===== src/rtl/cpu_sequencer.sv =====
// cpu_sequencer: multicycle state sequencer for the bus-based MIPS core.
// It holds the state register that the control unit decodes, stalls on Avalon
// waitrequest, inserts a mult/div wait state, runs a bus-stall watchdog with a
// sticky timeout, halts on request and counts retired instructions.
//
// Ports:
//   clk          rising-edge clock
//   reset        asynchronous active-low reset (forces FETCH)
//   opcode/fun   instruction register fields [31:26] / [5:0]
//   bus_req      control unit memread|memwrite for the current state
//   waitrequest  Avalon waitrequest
//   md_busy      mult/div unit still computing
//   halt_req     PC target is 0, sampled in EXEC2
//   state        0 HALT, 1 FETCH, 2 DECODE, 3 EXEC1, 4 EXEC2, 5 MDWAIT
//   active       state != HALT
//   stalled      combinational stall indication
//   bus_timeout  sticky watchdog flag
//   instr_count  retired-instruction counter (wraps)
module cpu_sequencer #(
  parameter int unsigned MD_ENABLE = 1,
  parameter int unsigned MAX_STALL = 255,
  parameter int unsigned COUNT_W   = 32
) (
  input  logic               clk,
  input  logic               reset,
  input  logic [5:0]         opcode,
  input  logic [5:0]         fun,
  input  logic               bus_req,
  input  logic               waitrequest,
  input  logic               md_busy,
  input  logic               halt_req,
  output logic [3:0]         state,
  output logic               active,
  output logic               stalled,
  output logic               bus_timeout,
  output logic [COUNT_W-1:0] instr_count
);

  localparam int unsigned STALL_W = $clog2(MAX_STALL + 1);
  localparam bit          MD_EN   = (MD_ENABLE != 0);
  localparam logic [STALL_W-1:0] STALL_LAST = STALL_W'(MAX_STALL - 1);

  typedef enum logic [3:0] {
    ST_HALT   = 4'd0,
    ST_FETCH  = 4'd1,
    ST_DECODE = 4'd2,
    ST_EXEC1  = 4'd3,
    ST_EXEC2  = 4'd4,
    ST_MDWAIT = 4'd5
  } state_e;

  state_e               state_q, state_d;
  logic [STALL_W-1:0]   stall_cnt_q, stall_cnt_d;
  logic                 timeout_q, timeout_d;
  logic [COUNT_W-1:0]   count_q, count_d;

  logic md_op;
  logic bstall;
  logic watch;
  logic wd_fire;

  // MULT/MULTU/DIV/DIVU: SPECIAL opcode with fun 0110xx
  assign md_op  = (opcode == 6'd0) && (fun[5:2] == 4'b0110);
  assign bstall = bus_req & waitrequest;

  // Watchdog only observes states that may own the bus
  assign watch   = (state_q == ST_FETCH) || (state_q == ST_EXEC1) || (state_q == ST_EXEC2);
  assign wd_fire = watch && bstall && (stall_cnt_q == STALL_LAST);

  // State and counter register
  always_ff @(posedge clk or negedge reset) begin
    if (!reset) begin
      state_q     <= ST_FETCH;
      stall_cnt_q <= '0;
      timeout_q   <= 1'b0;
      count_q     <= '0;
    end else begin
      state_q     <= state_d;
      stall_cnt_q <= stall_cnt_d;
      timeout_q   <= timeout_d;
      count_q     <= count_d;
    end
  end

  // Next-state, watchdog and retire logic
  always_comb begin
    state_d     = state_q;
    stall_cnt_d = '0;
    timeout_d   = timeout_q;
    count_d     = count_q;

    if (watch && bstall) begin
      stall_cnt_d = stall_cnt_q + STALL_W'(1);
    end

    if (wd_fire) begin
      // Timeout outranks every other transition and retires nothing
      state_d     = ST_HALT;
      timeout_d   = 1'b1;
      stall_cnt_d = '0;
    end else begin
      unique case (state_q)
        ST_HALT: state_d = ST_HALT;
        ST_FETCH: begin
          if (!bstall) state_d = ST_DECODE;
        end
        ST_DECODE: state_d = ST_EXEC1;
        ST_EXEC1: begin
          if (bstall)               state_d = ST_EXEC1;
          else if (MD_EN && md_op)  state_d = ST_MDWAIT;
          else                      state_d = ST_EXEC2;
        end
        ST_MDWAIT: begin
          if (!md_busy) state_d = ST_EXEC2;
        end
        ST_EXEC2: begin
          // Leaving EXEC2 coincides with the control unit's pcwrite
          if (!bstall) begin
            state_d = halt_req ? ST_HALT : ST_FETCH;
            count_d = count_q + COUNT_W'(1);
          end
        end
        default: state_d = ST_HALT;
      endcase
    end
  end

  assign state       = state_q;
  assign active      = (state_q != ST_HALT);
  assign stalled     = bstall | ((state_q == ST_MDWAIT) & md_busy);
  assign bus_timeout = timeout_q;
  assign instr_count = count_q;

endmodule


===== config.mk =====
export PLATFORM = sky130hd
export DESIGN_NAME = cpu_sequencer
export DESIGN_NICKNAME = d
export VERILOG_FILES = /design/src/rtl/cpu_sequencer.sv
export SDC_FILE = /design/constraint.sdc
export NUM_CORES = 1
export LEC_CHECK = 0
export BUFFER_PORTS_ARGS = -buffer_cell sky130_fd_sc_hd__buf_2
export CAP_MARGIN = 10
export CORE_MARGIN = 2
export CORE_UTILIZATION = 52
export DETAILED_ROUTE_END_ITERATION = 16
export PLACE_DENSITY = 0.84
export SYNTH_ARGS = -nofsm -noshare
export SYNTH_HDL_FRONTEND = slang
export SYNTH_SLANG_ARGS = --single-unit

===== constraint.sdc =====
create_clock -name clk -period 2.2 [get_ports clk]
set_input_delay 0.22 -clock clk [delete_from_list [all_inputs] [get_ports clk]]
set_output_delay 0.22 -clock clk [all_outputs]
set_load 0.005 [all_outputs]

==> summary.txt <==
Die W - 68.1 µm
TritonCTS clock tree - yes
Total chip power - 1.88 mW
Final HPWL DP - 3150 µm
Final WL - 4230 µm
Max-Slew Margin vs Limit - 63.5%
Initial Util - 53.8%
Cell area after synthesis - 2140 µm²
CTS Buf Count - 5
Row cnt - 23
DRT iter0 DRCs - 104
I/O Buffers - 53
Final critical-path required period - 1.75 ns
Register area share after synthesis - 51.6%
Initial DRT Pass Iterations - 4
Crit share post-route - 79.3%
Clk slew on worst S/H paths - 0.07 ns
Syn nets - 218
Synth Register Bits - 44
Instance area at placement - 2440 µm²
# clock sinks - 44
Max Buffers Root-to-Sink - 2
Largest fanout on the critical path - 6
Worst-margin pin slew - 0.546 ns
Vias - 1,661
Worst Setup End Kind - register
Setup ws final - 0.454 ns
DR WL/cell - 13.8 µm
Synth Area per Inst - 10.9 µm²
Crit. Startpoint - instr_count[10]$_DFFE_PN0P_
Post-synth top flop - dfrtp_1
Post-route ant nets - 0
Most frequent cells in the layout - buf_2, dfrtp_1, xnor2_1, nand4_1, nand3_1
GRT overflow - 0
Cells after Synth - 197
CTS root buf - clkbuf_8
Post-Route Setup TNS - 0 ns
R2R cell count - 4
Die Area - 4640 µm²
Hold WS - 0.243 ns
Area of the multi-input gates - 976 µm²
GP Congestion - 0.816
Number of antenna violations at the first check in global routing - 0
CTS H-tree depth - 2
Worst reg2reg endpoint - instr_count[30]$_DFFE_PN0P_
FF-to-FF Start - instr_count[10]$_DFFE_PN0P_
DRC viols - 0
Fin. max-slew vios - 0
Post-synth EDFFs - 0
End point of the critical path - instr_count[30]$_DFFE_PN0P_
Number of global-route vias before repair - 1,451
Reg2Reg Setup Slack - 0.45 ns
WP data arrival - 1.93 ns
RSZ-0062 raised after global routing - no
Fin. Hold Viols - 0
FF+latch area - 1100 µm²
Crit Path Category - reg -> reg
Largest net degree at the start of global routing - 29
CTS resizes - 0
Peak VDD IR - 0.394 mV
GR Util All Layers - 20.0%
Yosys cell types - 35
Outcome - finished clean
Via density - 5.41
Maxcap violations - 0
Total inserted antenna cells - 0
Final Cell Area - 2540 µm²
Core area - 3970 µm²
P_leak - 1.23 nW
Synth warnings - 0
IO Pins - 57
Final layout net count - 277
Clk_skew - 0.00361 ns
Die Y - 68.1 µm
First-pass GRT wire length - 6840 µm
FILL cells - 332
PD cells - 740 nW/µm²
Commonest non-fill, non-tap cell in the layout - buf_2
Critical Path RT - 2.38 ns
Asr flop ratio synth - 100%
Worst Hold Class - in -> reg
Pre-CTS setup slack - 0.481 ns
Worst-skew pair later-pin latency - 0.29 ns
Finish-stage setup viols - 0
CP Launch Type - register
Layout area overhead - 18.8%
Fraction of layout cells with a size suffix above 1 - 26.5%
Fmax - 573 MHz
cell families (layout without fill, tap and decap cells):
| family | Yosys count | after routing | synth area share, % |
|---|---|---|---|
| other | 1 | 1 | 0.175 |
| AOI/OAI and AO/OA | 6 | 6 | 1.99 |
| adders and majority gates | 3 | 3 | 1.76 |
| xor gates and xnor gates | 38 | 38 | 15.6 |
| DFF | 44 | 44 | 51.6 |
| and+or+nand+nor | 94 | 94 | 25.2 |
| muxes | 2 | 2 | 0.995 |
| buffers and inverters | 9 | 69 | 2.81 |
worst min path at each step:
stage / cells after the start / endpoint / from
5_1_grt: 4 / state[0]$_DFFE_PN1P_ / halt_req
4_1_cts: 5 / state[0]$_DFFE_PN1P_ / md_busy
6_report: 4 / state[0]$_DFFE_PN1P_ / halt_req
2_1_floorplan: 0 / bus_timeout$_DFFE_PN0N_ / reset
3_3_place_gp: 1 / stall_cnt_q[2]$_DFF_PN0_ / reset
3_5_place_dp: 1 / stall_cnt_q[2]$_DFF_PN0_ / reset
critical path, stage by stage, from the launching register on:
cell and delay (ns):
dfrtp_1 0.44, nand4_1 0.30, nor4_1 0.57, nand3_1 0.17
xnor2_1 0.15
synth_stat cells (2+ instances only):
cell type   n  area (µm²)
nor2_1     12        45.0
dfrtp_1    43        1080
nor4_1      4        25.0
xnor2_1    29         254
nor3_1      6        30.0
a21oi_1     2        10.0
nand4b_1    2        17.5
nand2_1    16        60.1
nand2b_1    2        12.5
nand4_1    18         113
o22ai_1     2        12.5
buf_6       3        33.8
xor2_1      9        78.8
ha_1        3        37.5
inv_1       5        18.8
nand3_1    18        90.1
and3_1      5        31.3
per-layer routing:
metal,GRT usage (%),share of wire [%]
met5,0,0
met4,6.75,1.4
met3,5.26,6.2
met2,30.2,47
met1,28.0,46
what timing repair did:
action / 4_1_cts / 5_1_grt
hold buffers: 1 / 0
setup buffers: 0 / 0
hold endpoints to repair: 15 / 0
sequential cells by signal, summed over array words and instances (netlist names):
signal and cells:
bus_timeout 1, instr_count 32, stall_cnt_q 8, state 3
cell type report:
class,instances,area share (%)
Sequential cell,44,43.4
Inverter,5,0.739
Timing Repair Buffer,56,11.4
Clock buffer,8,3.55
Tap cell,50,2.46
Multi-Input combinational cell,144,38.4
stage by stage:
step / utilization [%] / std cells
after global placement: 61.4 / 298
after floorplan: - / 197
after global routing: 64.0 / 307
after detailed placement: 61.4 / 298
after CTS: 64.0 / 307
final: 64.0 / 307
power by group:
part,switching (mW),total (mW),internal [mW]
Combinational,0.192,0.375,0.183
Sequential,0.109,0.993,0.885
Clock,0.256,0.512,0.256
Total,0.556,1.88,1.32
(Power assumes the default switching activity.)
